$ cat config.mk
export PLATFORM = sky130hd
export DESIGN_NAME = button_event_decoder
export DESIGN_NICKNAME = d
export VERILOG_FILES = /design/src/rtl/button_event_decoder_pkg.sv /design/src/rtl/btn_debounce_fsm.sv /design/src/rtl/button_event_decoder.sv
export SDC_FILE = /design/constraint.sdc
export NUM_CORES = 1
export LEC_CHECK = 0
export BUFFER_PORTS_ARGS = -buffer_cell sky130_fd_sc_hd__clkbuf_2
export CORE_ASPECT_RATIO = 1.25
export CORE_MARGIN = 2
export CORE_UTILIZATION = 27
export DETAILED_ROUTE_END_ITERATION = 10
export SYNTH_ARGS = -nofsm -noshare
export SYNTH_HDL_FRONTEND = slang
export SYNTH_SLANG_ARGS = --single-unit
$ cat constraint.sdc
create_clock -name clk1 -period 3.25 [get_ports clk1]
set_input_delay 0.325 -clock clk1 [delete_from_list [all_inputs] [get_ports clk1]]
set_output_delay 0.325 -clock clk1 [all_outputs]
set_load 0.02 [all_outputs]
$ cat src/rtl/button_event_decoder_pkg.sv
`default_nettype none
// +--------------------------------------------------------------------------+
// | Module : button_event_decoder_pkg                                         |
// | Brief  : Shared state encoding, default timing and popcount helper for    |
// |          the push-button event decoder.                                   |
// | Rev    : 1.0                                                              |
// +--------------------------------------------------------------------------+
package button_event_decoder_pkg;

    typedef enum logic [2:0] {
        ST_IDLE    = 3'd0,
        ST_ARM_P   = 3'd1,
        ST_PRESSED = 3'd2,
        ST_HELD    = 3'd3,
        ST_ARM_R   = 3'd4
    } btn_state_t;

    // 10 ms debounce and 1 s long-press at the 55 MHz platform clock
    localparam int DEB_10MS_55M = 550000;
    localparam int LONG_1S_55M  = 55000000;

    function automatic logic [3:0] popcount8(input logic [7:0] v);
        logic [3:0] n;
        n = '0;
        for (int i = 0; i < 8; i++) begin
            n = n + {3'b000, v[i]};
        end
        return n;
    endfunction

endpackage
`default_nettype wire

$ cat src/rtl/btn_debounce_fsm.sv
`default_nettype none
// +--------------------------------------------------------------------------+
// | Module : btn_debounce_fsm                                                 |
// | Brief  : One button: 2-flop synchroniser, press/release debounce and      |
// |          long-press timing, with registered level and event pulses.       |
// | Rev    : 1.0                                                              |
// +--------------------------------------------------------------------------+
module btn_debounce_fsm
    import button_event_decoder_pkg::*;
#(
    parameter int DEB_CYCLES  = DEB_10MS_55M,
    parameter int LONG_CYCLES = LONG_1S_55M
) (
    input  logic clk1,
    input  logic rstn,
    input  logic btn_n,
    output logic level,
    output logic press_pulse,
    output logic long_pulse,
    output logic release_pulse,
    output logic short_pulse
);

    localparam int              c_tw        = $clog2(LONG_CYCLES + 1);
    localparam logic [c_tw-1:0] c_deb_last  = c_tw'(DEB_CYCLES - 1);
    localparam logic [c_tw-1:0] c_long_last = c_tw'(LONG_CYCLES - 1);

    logic            r_sync1;
    logic            r_sync2;
    btn_state_t      r_state;
    logic [c_tw-1:0] r_timer;
    logic [c_tw-1:0] r_timer_r;
    logic            r_held;
    logic            w_s;

    assign w_s = ~r_sync2;

    always_ff @(posedge clk1 or negedge rstn) begin
        if (!rstn) begin
            r_sync1       <= 1'b1;
            r_sync2       <= 1'b1;
            r_state       <= ST_IDLE;
            r_timer       <= '0;
            r_timer_r     <= '0;
            r_held        <= 1'b0;
            level         <= 1'b0;
            press_pulse   <= 1'b0;
            long_pulse    <= 1'b0;
            release_pulse <= 1'b0;
            short_pulse   <= 1'b0;
        end else begin
            r_sync1       <= btn_n;
            r_sync2       <= r_sync1;
            press_pulse   <= 1'b0;
            long_pulse    <= 1'b0;
            release_pulse <= 1'b0;
            short_pulse   <= 1'b0;
            case (r_state)
                ST_IDLE: begin
                    if (w_s) begin
                        r_state <= ST_ARM_P;
                        r_timer <= '0;
                    end
                end
                ST_ARM_P: begin
                    if (!w_s) begin
                        r_state <= ST_IDLE;
                    end else if (r_timer == c_deb_last) begin
                        r_state     <= ST_PRESSED;
                        r_timer     <= '0;
                        press_pulse <= 1'b1;
                        level       <= 1'b1;
                    end else begin
                        r_timer <= r_timer + 1'b1;
                    end
                end
                ST_PRESSED: begin
                    // Long expiry takes priority over a release that starts this cycle
                    if (r_timer == c_long_last) begin
                        r_state    <= ST_HELD;
                        long_pulse <= 1'b1;
                    end else begin
                        r_timer <= r_timer + 1'b1;
                        if (!w_s) begin
                            r_state   <= ST_ARM_R;
                            r_held    <= 1'b0;
                            r_timer_r <= '0;
                        end
                    end
                end
                ST_HELD: begin
                    if (!w_s) begin
                        r_state   <= ST_ARM_R;
                        r_held    <= 1'b1;
                        r_timer_r <= '0;
                    end
                end
                ST_ARM_R: begin
                    // Saturate so a bounced release can still raise long exactly once
                    if (!r_held && (r_timer != c_long_last)) begin
                        r_timer <= r_timer + 1'b1;
                    end
                    if (w_s) begin
                        r_state <= r_held ? ST_HELD : ST_PRESSED;
                    end else if (r_timer_r == c_deb_last) begin
                        r_state       <= ST_IDLE;
                        release_pulse <= 1'b1;
                        short_pulse   <= ~r_held;
                        level         <= 1'b0;
                    end else begin
                        r_timer_r <= r_timer_r + 1'b1;
                    end
                end
                default: begin
                    r_state <= ST_IDLE;
                    level   <= 1'b0;
                end
            endcase
        end
    end

endmodule
`default_nettype wire

$ cat src/rtl/button_event_decoder.sv
`default_nettype none
// +--------------------------------------------------------------------------+
// | Module : button_event_decoder                                             |
// | Brief  : Debounces NUM_BTN active-low buttons, decodes press/long/release |
// |          events and counts completed short presses.                       |
// | Rev    : 1.0                                                              |
// +--------------------------------------------------------------------------+
module button_event_decoder
    import button_event_decoder_pkg::*;
#(
    parameter int NUM_BTN     = 4,
    parameter int DEB_CYCLES  = DEB_10MS_55M,
    parameter int LONG_CYCLES = LONG_1S_55M,
    parameter int CNT_W       = 8
) (
    input  logic               clk1,
    input  logic               rstn,
    input  logic [NUM_BTN-1:0] btn_n,
    input  logic               count_clr,
    output logic [NUM_BTN-1:0] btn_level,
    output logic [NUM_BTN-1:0] press_pulse,
    output logic [NUM_BTN-1:0] long_pulse,
    output logic [NUM_BTN-1:0] release_pulse,
    output logic [CNT_W-1:0]   evt_count
);

    logic [NUM_BTN-1:0] w_short;
    logic [7:0]         w_short_ext;
    logic [3:0]         w_pop;

    for (genvar i = 0; i < NUM_BTN; i++) begin : g_btn
        btn_debounce_fsm #(
            .DEB_CYCLES  (DEB_CYCLES),
            .LONG_CYCLES (LONG_CYCLES)
        ) u_fsm (
            .clk1          (clk1),
            .rstn          (rstn),
            .btn_n         (btn_n[i]),
            .level         (btn_level[i]),
            .press_pulse   (press_pulse[i]),
            .long_pulse    (long_pulse[i]),
            .release_pulse (release_pulse[i]),
            .short_pulse   (w_short[i])
        );
    end

    always_comb begin
        w_short_ext              = '0;
        w_short_ext[NUM_BTN-1:0] = w_short;
    end

    assign w_pop = popcount8(w_short_ext);

    // Clear wins over same-cycle increments; those events are dropped
    always_ff @(posedge clk1 or negedge rstn) begin
        if (!rstn) begin
            evt_count <= '0;
        end else if (count_clr) begin
            evt_count <= '0;
        end else begin
            evt_count <= evt_count + CNT_W'(w_pop);
        end
    end

endmodule
`default_nettype wire

==> metrics.cfg, run 1 <==
[status]
status=complete, no violations

[timing]
timing.setup.tns_ns=0
rsz0062_at_grt=no
drv_slew=0
slew_headroom=0.330
period_needed_ns=3.01
finalHoldViolCount=0
worst_pin_slew_ns=1.01
max_freq_ghz=0.332
setup_viol=0
min_period_over_period=0.926
finClkSkew_ns=0.0215

[layout]
post-route-util=0.313
mostFrequentLayoutCells=252 x dfrtp_1, 188 x nor2_1, 111 x nand2_1
diodes=0
syn2layout_area_growth_pct=14.5
final_common_cell=dfrtp_1
final_nets=1627
drive_gt1_frac=0.0940
final_cells=2299

[power]
power.density_nw_per_um2=469
leakage_nw=6.98
worst_ir_drop_vdd_v=0.000345
power_mw=7.77

[die]
rows=94
io_pins=31
core_area_um2=52800
fp.dieH_um=263
dieWidth_um=211
start_util=0.274
die-area_um2=55400

[yosys]
synth_ff_type=dfrtp_1
synth_area_leader_cell=dfrtp_1
async_flop_share=1.00
seq_area_frac_synth=0.451
synth.avg_cell_area_um2=9.11
netlist_instances=1587
yosysWarningCount=0
synth_top_area_share=0.436
synth_area_leaders=dfrtp_1 44%, nor2_1 4.9%, a22o_1 3.7%
synth_area_um2=14500
synth_edf_count=0
syn_nets=1610
synth_cell_types=72
ys_seq_elements=260

[worst_setup_path]
required_ns=3.66
worst-r2r-setup-slack_ns=0.24
cp-end-kind=flop
cp.arrival_ns=3.42
crit_fanout=20
start_kind=flop
crit_type=reg2reg

[cts]
cts_buffer_depth=3
clkSinkCount=260
path_clk_slew_ns=0.06
cts_root_buffer=clkbuf_16
cts_tree=built
clk_latency_ns=0.53
cts_setup_buffers=0
post_cts_resized=0
htree_levels=2
cts_made_buffers=34

[global_routing]
grt_pass1_wl_um=60100
grt_usage=0.129
grt_max_degree=91
grt_pass1_vias=11800
antenna_found_initial=0
grt-ovfl-total=0

[job]
cap_viol_max_count=0

[route]
dr_wl_met3_um=1530
wl_um=35600
drtIter0Drc=838
drt-met1-wl_um=15800
ant_nets=0
drc=0
route.top_layer_used=met4
via_per_inst=5.28
post_drt_wl_per_cell_um=15.5
wl_met2_um=17300
first_pass_iters=5
num_vias=12100

[hold_path]
hp-class=in2reg

[placement]
placedCellCount=2235
io_buffers=30
gp_congestion=0.901
dpl.hpwl_um=24200

==> critical path, cell delays in order, from the launching register on <==
cell and delay (ns):
dfrtp_1 0.40, or4_1 0.59, or3_1 0.36, or4b_1 0.55
o21a_4 0.15, o21a_1 0.45, mux2_2 0.39
==> Yosys cell counts (all sizes together), types with 5 or more instances <==
master,count
and2,27
o2111ai,7
buf,29
inv,28
and4,20
a32oi,5
nor2,188
o211ai,8
nand3,85
nor2b,24
xor2,53
nor3,58
nand4,51
or4,19
ha,13
or2,8
dfstp,8
or4b,9
a31oi,13
xnor2,39
o31ai,12
o2bb2ai,10
a21oi,56
dfrtp,252
nand2,111
o21a,9
and3,45
a21o,13
nor4b,16
nand2b,19
a22o,61
nand3b,5
o22ai,31
nand4b,5
or3,27
o21ai,67
clkbuf,61
nor4,40
==> per-layer routing <==
layer  track usage  vias up
li1              -     5865
met1         0.164     5968
met2         0.217      233
met3        0.0232       63
met4        0.0472        0
met5             0        -
==> layout make-up <==
type | instances | area, um2
inverter | 28 | 105
timing repair buffer | 71 | 505
multi-input combinational | 1209 | 7430
tap | 672 | 841
clock inverter | 9 | 126
sequential | 260 | 6520
fill | 5465 | 36300
clock buffer | 50 | 1020
==> flip-flops by register name, summed over array words and instances, names as in the netlist, 8 cells and up <==
signal	count
evt_count	8
g_btn.u_fsm.r_state	12
g_btn.u_fsm.r_timer	104
g_btn.u_fsm.r_timer_r	104
==> worst paths after layout <==
check	endpoint	depth (start not counted)	startpoint
worst min-delay path	evt_count[3]$_DFF_PN0_	2	count_clr
worst min register to register	g_btn[0].u_fsm.r_sync2$_DFF_PN1_	0	g_btn[0].u_fsm.r_sync1$_DFF_PN1_
max in group asynchronous	g_btn[1].u_fsm.r_sync1$_DFF_PN1_	3	rstn
worst max-delay path	g_btn[2].u_fsm.r_timer[0]$_DFFE_PN0P_	6	g_btn[2].u_fsm.r_timer[23]$_DFFE_PN0P_
worst max register to register	g_btn[2].u_fsm.r_timer[0]$_DFFE_PN0P_	6	g_btn[2].u_fsm.r_timer[23]$_DFFE_PN0P_
min in group asynchronous	g_btn[1].u_fsm.r_timer[24]$_DFFE_PN0P_	2	rstn
==> logic make-up (layout without fill, tap and decap cells) <==
family                   after synthesis  after routing  synth area share
AND/OR/NAND/NOR                      769            769             0.283
multiplexers                           7              7           0.00511
flip-flops                           260            260             0.451
XOR/XNOR                              92             92            0.0558
AO/OA/AOI/OAI                        325            325             0.154
buffers and inverters                118            158            0.0359
adder cells (fa/ha/maj)               16             16            0.0154
==> metrics by stage <==
stage               area [um2]  hold WS [ns]  setup slack, ns
floorplan                14500        0.0294            0.537
global placement         15300         0.296            0.251
detailed placement       15300         0.302            0.231
CTS                      16500        0.0727            0.223
global route             16500        0.0827            0.111
finish                   16500        0.0929            0.239
==> power by group <==
| group | total, mW | internal, mW | switching [mW] |
|---|---|---|---|
| clock network | 3.84 | 2.41 | 1.43 |
| logic | 0.558 | 0.202 | 0.356 |
| registers | 3.37 | 3.29 | 0.0798 |
==> repair_timing <==
action | 4_1_cts | 5_1_grt
endpoints found under the hold margin | 59 | 0
hold buffers | 5 | 0
endpoints found under the setup margin | 0 | 0
Note: power is estimated with default switching activity, not from simulation.
==> run 2, diff against run 1 <==
--- a/config.mk
+++ b/config.mk
@@ -5,11 +5,13 @@
 export SDC_FILE = /design/constraint.sdc
 export NUM_CORES = 1
 export LEC_CHECK = 0
+export ABC_AREA = 1
 export BUFFER_PORTS_ARGS = -buffer_cell sky130_fd_sc_hd__clkbuf_2
 export CORE_ASPECT_RATIO = 1.25
 export CORE_MARGIN = 2
-export CORE_UTILIZATION = 27
+export CORE_UTILIZATION = 65
 export DETAILED_ROUTE_END_ITERATION = 10
+export PLACE_DENSITY = 0.82
 export SYNTH_ARGS = -nofsm -noshare
 export SYNTH_HDL_FRONTEND = slang
 export SYNTH_SLANG_ARGS = --single-unit
==> run 2 against run 1 <==
Against the previous run: worst setup slack better by 0.51 ns; die area down 47%; sequential power is 8.9% higher; core utilization is 39 points higher; global-route usage up 20 points; largest power group is now registers; highest routed layer is now met5.
==> metrics.cfg, run 2 <==
[status]
status=complete, no violations

[placement]
dpl_cell_area_um2=18400
dpl.hpwl_um=34600
io_buffers=30
gp_congestion=0.988
placedCellCount=3155
dp_slack_ns=0.752

[power]
p_switching_mw=3.83
comb_power_share=0.277
leakage_nw=8.63
worst_ir_drop_vdd_v=0.000568
power_mw=10.0
power_frac_clock=0.358
power.density_nw_per_um2=514
swShare=0.382
seqPwrFrac=0.366
p_int_mw=6.20

[global_routing]
grt_pass1_vias=17200
grt_max_degree=89
grt_usage=0.327
grt_pass1_wl_um=80700
antenna_found_initial=1
grt-ovfl-total=0

[die]
io_pins=31
die-area_um2=29500
core_area_um2=27700
rows=68
dieWidth_um=154
start_util=0.660
fp.dieH_um=191

[timing]
slew_headroom=0.451
worst_slack_ns=0.744
worst_pin_slew_ns=0.820
period_needed_ns=2.51
drv_slew=0
timing.setup.tns_ns=0
min_period_over_period=0.771
whs_ns=0.0527
finClkSkew_ns=0.0145
rsz0062_at_grt=no
finalHoldViolCount=0
setup_viol=0
max_freq_ghz=0.399

[route]
first_pass_iters=8
post_drt_wl_per_cell_um=14.7
ant_nets=0
drc=0
num_vias=18000
drtIter0Drc=1510
wl_um=47300
via_per_inst=5.61

[yosys]
synth_area_leaders=dfrtp_1 35%, nand2_1 20%, nor2_1 10%
synth_top_area_share=0.345
yosysMostFrequentCell=nand2_1
syn_nets=2869
async_flop_share=1.00
ys_top_cells_by_count=990 x nand2_1, 507 x nor2_1, 262 x inv_1, 252 x dfrtp_1, 200 x nand3_1
seq_area_frac_synth=0.357
yosysWarningCount=0
synth_area_um2=18300
synth_cell_types=50
synth_edf_count=0
synth.avg_cell_area_um2=6.42
ys_seq_elements=260
synth_ff_type=dfrtp_1
synth_area_leader_cell=dfrtp_1
netlist_instances=2846

[worst_setup_path]
crit_type=reg2reg
crit_family=simple AND/OR/NAND/NOR gates
cp.arrival_ns=2.94
critPathMaxStageDelay_ns=0.47
crit_chain=ha_1 > nand3_2 > nor2_4 > nand3_1 > nor2_1 > a21oi_1 > nand2_1 > buf_4 > o21ai_0
critPathBufInv=1
required_ns=3.69
crit_fanout=32
path_depth=9
reg2regPathDepth=9
start_kind=flop
crit_slowest_cell=dfrtp_1
cp-end-kind=flop

[cts]
cts_buffer_depth=3
clkSinkCount=260
clk_latency_ns=0.57
cts_made_buffers=28
path_clk_slew_ns=0.06
cts_root_buffer=clkbuf_16
cts_tree=built
htree_levels=1

[layout]
final_common_cell=nand2_1
drive_gt1_frac=0.0629
post-route-util=0.706
final_cells=3212
n_fill_cell=2361
fin_area_um2=19500
mostFrequentLayoutCells=990 x nand2_1, 506 x nor2_1, 262 x inv_1
diodes=0
biggestRegsByFlops=g_btn.u_fsm.r_timer x104, g_btn.u_fsm.r_timer_r x104, g_btn.u_fsm.r_state x12
final_nets=2863
syn2layout_area_growth_pct=6.90

[job]
cap_viol_max_count=0

[hold_path]
holdPathStages=2
hp-class=in2reg

[run 2: cell types whose count changed after synthesis, sizes merged, moves of 31 or more]
cell / previous run / this run
nor2: 188 / 522
xor2: 53 / 84
inv: 28 / 279
nand3: 85 / 210
buf: 29 / 70
o21ai: 67 / 162
a22o: 61 / 0
nand2: 111 / 1009
clkbuf: 61 / 19
and3: 45 / 1
nor4: 40 / 6
[run 2: worst register-to-register path, stage by stage, from the launching register on]
cell and delay, ns:
dfrtp_1 0.47, ha_1 0.27, nand3_2 0.13, nor2_4 0.15
nand3_1 0.11, nor2_1 0.15, a21oi_1 0.13, nand2_1 0.43
buf_4 0.39, o21ai_0 0.15
[run 2: worst paths after layout]
kind                                                        from                                        to  slack, ns
max                        g_btn[3].u_fsm.r_timer[0]$_DFFE_PN0P_     g_btn[3].u_fsm.r_timer[3]$_DFFE_PN0P_       0.74
min                                                    count_clr                    evt_count[1]$_DFF_PN0_       0.05
max reg2reg                g_btn[3].u_fsm.r_timer[0]$_DFFE_PN0P_     g_btn[3].u_fsm.r_timer[3]$_DFFE_PN0P_       0.74
min reg2reg                     g_btn[3].u_fsm.r_sync1$_DFF_PN1_          g_btn[3].u_fsm.r_sync2$_DFF_PN1_       0.36
max in group asynchronous                                   rstn          g_btn[2].u_fsm.r_sync2$_DFF_PN1_       1.98
min in group asynchronous                                   rstn  g_btn[0].u_fsm.r_timer_r[12]$_DFFE_PN0P_       0.35
[run 2: per-layer routing]
| layer | global-route usage | vias up | part of all wire | wire length, um |
|---|---|---|---|---|
| met4 | 0.125 | 2 | 0.034 | 1600 |
| met5 | 0 | - | 0.00028 | 13 |
| met1 | 0.406 | 8377 | 0.42 | 19900 |
| met2 | 0.586 | 568 | 0.50 | 23400 |
| met3 | 0.0360 | 139 | 0.051 | 2390 |
| li1 | - | 8932 | - | - |
[run 2: final cells by class]
| cell class | count | area [um2] | share of cell area |
|---|---|---|---|
| Timing Repair Buffer | 53 | 358 | 0.0183 |
| Clock inverter | 16 | 246 | 0.0126 |
| Inverter | 280 | 1060 | 0.0541 |
| Multi-Input combinational cell | 2217 | 10100 | 0.519 |
| Tap cell | 350 | 438 | 0.0224 |
| Clock buffer | 36 | 782 | 0.0401 |
| Sequential cell | 260 | 6520 | 0.334 |
[run 2: repair_timing]
action,CTS,global route
hold buffers,5,0
setup buffers,0,0
hold endpoints to repair,83,0
resized for setup,0,0
[run 2: logic make-up after synthesis]
group                    after synthesis  synth area share
flip-flops                           260             0.357
AND/OR/NAND/NOR                     1878             0.427
multiplexers                           2           0.00110
XOR/XNOR                              98            0.0470
adder cells (fa/ha/maj)               16            0.0122
buffers and inverters                369            0.0889
AO/OA/AOI/OAI                        223            0.0673
[run 2: power groups by stage]
stage	Combinational (mW)	Sequential (mW)	Clock (mW)
after detailed placement	2.72	3.72	0
after floorplan	2.39	3.65	0
final	2.78	3.67	3.59
after CTS	2.75	3.66	3.63
after global placement	2.64	3.71	0
after global routing	3.13	3.70	3.75
==> run 3, diff against run 2 <==
--- a/config.mk
+++ b/config.mk
@@ -9,9 +9,9 @@
 export BUFFER_PORTS_ARGS = -buffer_cell sky130_fd_sc_hd__clkbuf_2
 export CORE_ASPECT_RATIO = 1.25
 export CORE_MARGIN = 2
-export CORE_UTILIZATION = 65
+export CORE_UTILIZATION = 58
 export DETAILED_ROUTE_END_ITERATION = 10
-export PLACE_DENSITY = 0.82
+export PLACE_DENSITY = 0.77
 export SYNTH_ARGS = -nofsm -noshare
 export SYNTH_HDL_FRONTEND = slang
 export SYNTH_SLANG_ARGS = --single-unit
==> constraint.sdc (replaced) <==
create_clock -name clk1 -period 2.3 [get_ports clk1]
set_input_delay 0.23 -clock clk1 [delete_from_list [all_inputs] [get_ports clk1]]
set_output_delay 0.23 -clock clk1 [all_outputs]
set_load 0.02 [all_outputs]
==> run 3 against run 2 <==
Against the previous run: register-to-register slack got worse by 0.63 ns; routed wire length shrank 0.36%; design area increased by 2.5%; flip-flop and latch count unchanged; combinational power increased by 59%; critical path type unchanged.
==> metrics.cfg, run 3 (synthesis gave the netlist of run 2 again) <==
[global_routing]
grt-ovfl-total=0
grt_usage=0.293
antenna_found_initial=0
grt_pass1_vias=17500
grt_max_degree=61
grt_pass1_wl_um=81400

[power]
power_mw=14.3
power.density_nw_per_um2=714
worst_ir_drop_vdd_v=0.000825
leakage_nw=8.88

[die]
rows=72
die-area_um2=32900
io_pins=31
core_area_um2=31000
fp.dieH_um=202
start_util=0.589
dieWidth_um=163

[placement]
gp_congestion=1.00
io_buffers=30
dp_slack_ns=-0.0348
dpl_cell_area_um2=18900
dpl.hpwl_um=34800

[timing]
max_freq_ghz=0.457
finalHoldViolCount=0
rsz0062_at_grt=yes
setup_viol=0
drv_slew=0
finClkSkew_ns=0.0129
timing.setup.tns_ns=0
period_needed_ns=2.19
worst_pin_slew_ns=0.607
worst_slack_ns=0.110
min_period_over_period=0.952
whs_ns=0.188
slew_headroom=0.594

[worst_setup_path]
timing.rr.start=g_btn[2].u_fsm.short_pulse$_DFF_PN0_
required_ns=2.74
worst-r2r-setup-slack_ns=0.11
crit_type=reg2reg
crit_fanout=3
regToRegEndpoint=evt_count[6]$_DFF_PN0_
reg2regPathDepth=10
cp-end-kind=flop
cp.arrival_ns=2.63
start_kind=flop

[layout]
final_common_cell=nand2_1
ff_latch_area_um2=6520
fin_area_um2=20000
final_nets=2911
n_fill_cell=2890
biggestRegsByFlops=g_btn.u_fsm.r_timer x104, g_btn.u_fsm.r_timer_r x104, g_btn.u_fsm.r_state x12
syn2layout_area_growth_pct=9.52
mostFrequentLayoutCells=989 x nand2_1, 505 x nor2_1, 261 x inv_1
multi_input_area_um2=10200
drive_gt1_frac=0.0801

[route]
drc=0
post_drt_wl_per_cell_um=14.2
drtIter0Drc=1304
first_pass_iters=6
ant_nets=0
num_vias=17900
wl_um=47100
via_per_inst=5.40

[cts]
clkSinkCount=260
path_clk_slew_ns=0.07
htree_levels=1
clk_latency_ns=0.56
cts_buffer_depth=3
cts_made_buffers=29
cts_tree=built
cts_root_buffer=clkbuf_16

[hold_path]
hp-class=in2async

[status]
status=complete, no violations

[job]
cap_viol_max_count=0

-- run 3: repair_timing --
action / in CTS / in global routing
endpoints found under the hold margin: 65 / 0
hold buffers: 6 / 0
gates resized for setup: 2 / 10
buffers inserted: 0 / 1
pin swaps: 0 / 4
endpoints found under the setup margin: 2 / 38
-- run 3: power by group --
part | total, mW | switching, mW | internal, mW
clock | 4.71 | 1.96 | 2.75
combinational | 4.41 | 3.20 | 1.21
sequential | 5.16 | 0.313 | 4.85
-- run 3: area by class of cell --
type / count / share of cell area
repair buffers: 100 / 0.0394
flip-flops and latches: 260 / 0.326
diodes: 1 / 0.000125
clock inverters: 15 / 0.00870
clock buffers: 37 / 0.0393
multi-input cells: 2217 / 0.508
inverters: 280 / 0.0528
well taps: 407 / 0.0255
-- run 3: worst max path at each step --
stage	startpoint	endpoint	slack, ns	cells past startpoint
after floorplan	evt_count[0]$_DFF_PN0_	evt_count[6]$_DFF_PN0_	0.03	10
after global routing	g_btn[2].u_fsm.short_pulse$_DFF_PN0_	evt_count[7]$_DFF_PN0_	-0.05	11
after global placement	evt_count[0]$_DFF_PN0_	evt_count[6]$_DFF_PN0_	-0.01	10
final	g_btn[2].u_fsm.short_pulse$_DFF_PN0_	evt_count[6]$_DFF_PN0_	0.11	10
after detailed placement	evt_count[0]$_DFF_PN0_	evt_count[7]$_DFF_PN0_	-0.03	11
after CTS	evt_count[0]$_DFF_PN0_	evt_count[7]$_DFF_PN0_	0.01	11
-- run 3: per-stage QoR --
step                       util  cells
after floorplan               -   2846
after global placement    0.611   3257
after detailed placement  0.611   3257
after CTS                 0.644   3315
after global routing      0.645   3316
final                     0.645   3317
-- run 3: metal layers --
metal | vias to the layer above | global-route usage | part of all wire
met4 | 0 | 0.111 | 0.037
met1 | 8243 | 0.368 | 0.42
met5 | - | 0 | 0
met2 | 478 | 0.518 | 0.50
met3 | 141 | 0.0273 | 0.043
li1 | 9041 | - | -
-- run 3: critical path, cell delays in order, from the launching register on --
cell and delay, ns:
dfrtp_1 0.39, fa_1 0.54, inv_1 0.05, fa_2 0.33, inv_2 0.08, fa_2 0.23
nand2_4 0.07, nor3_4 0.19, nand2_1 0.07, nor2_1 0.10, nor3_1 0.05
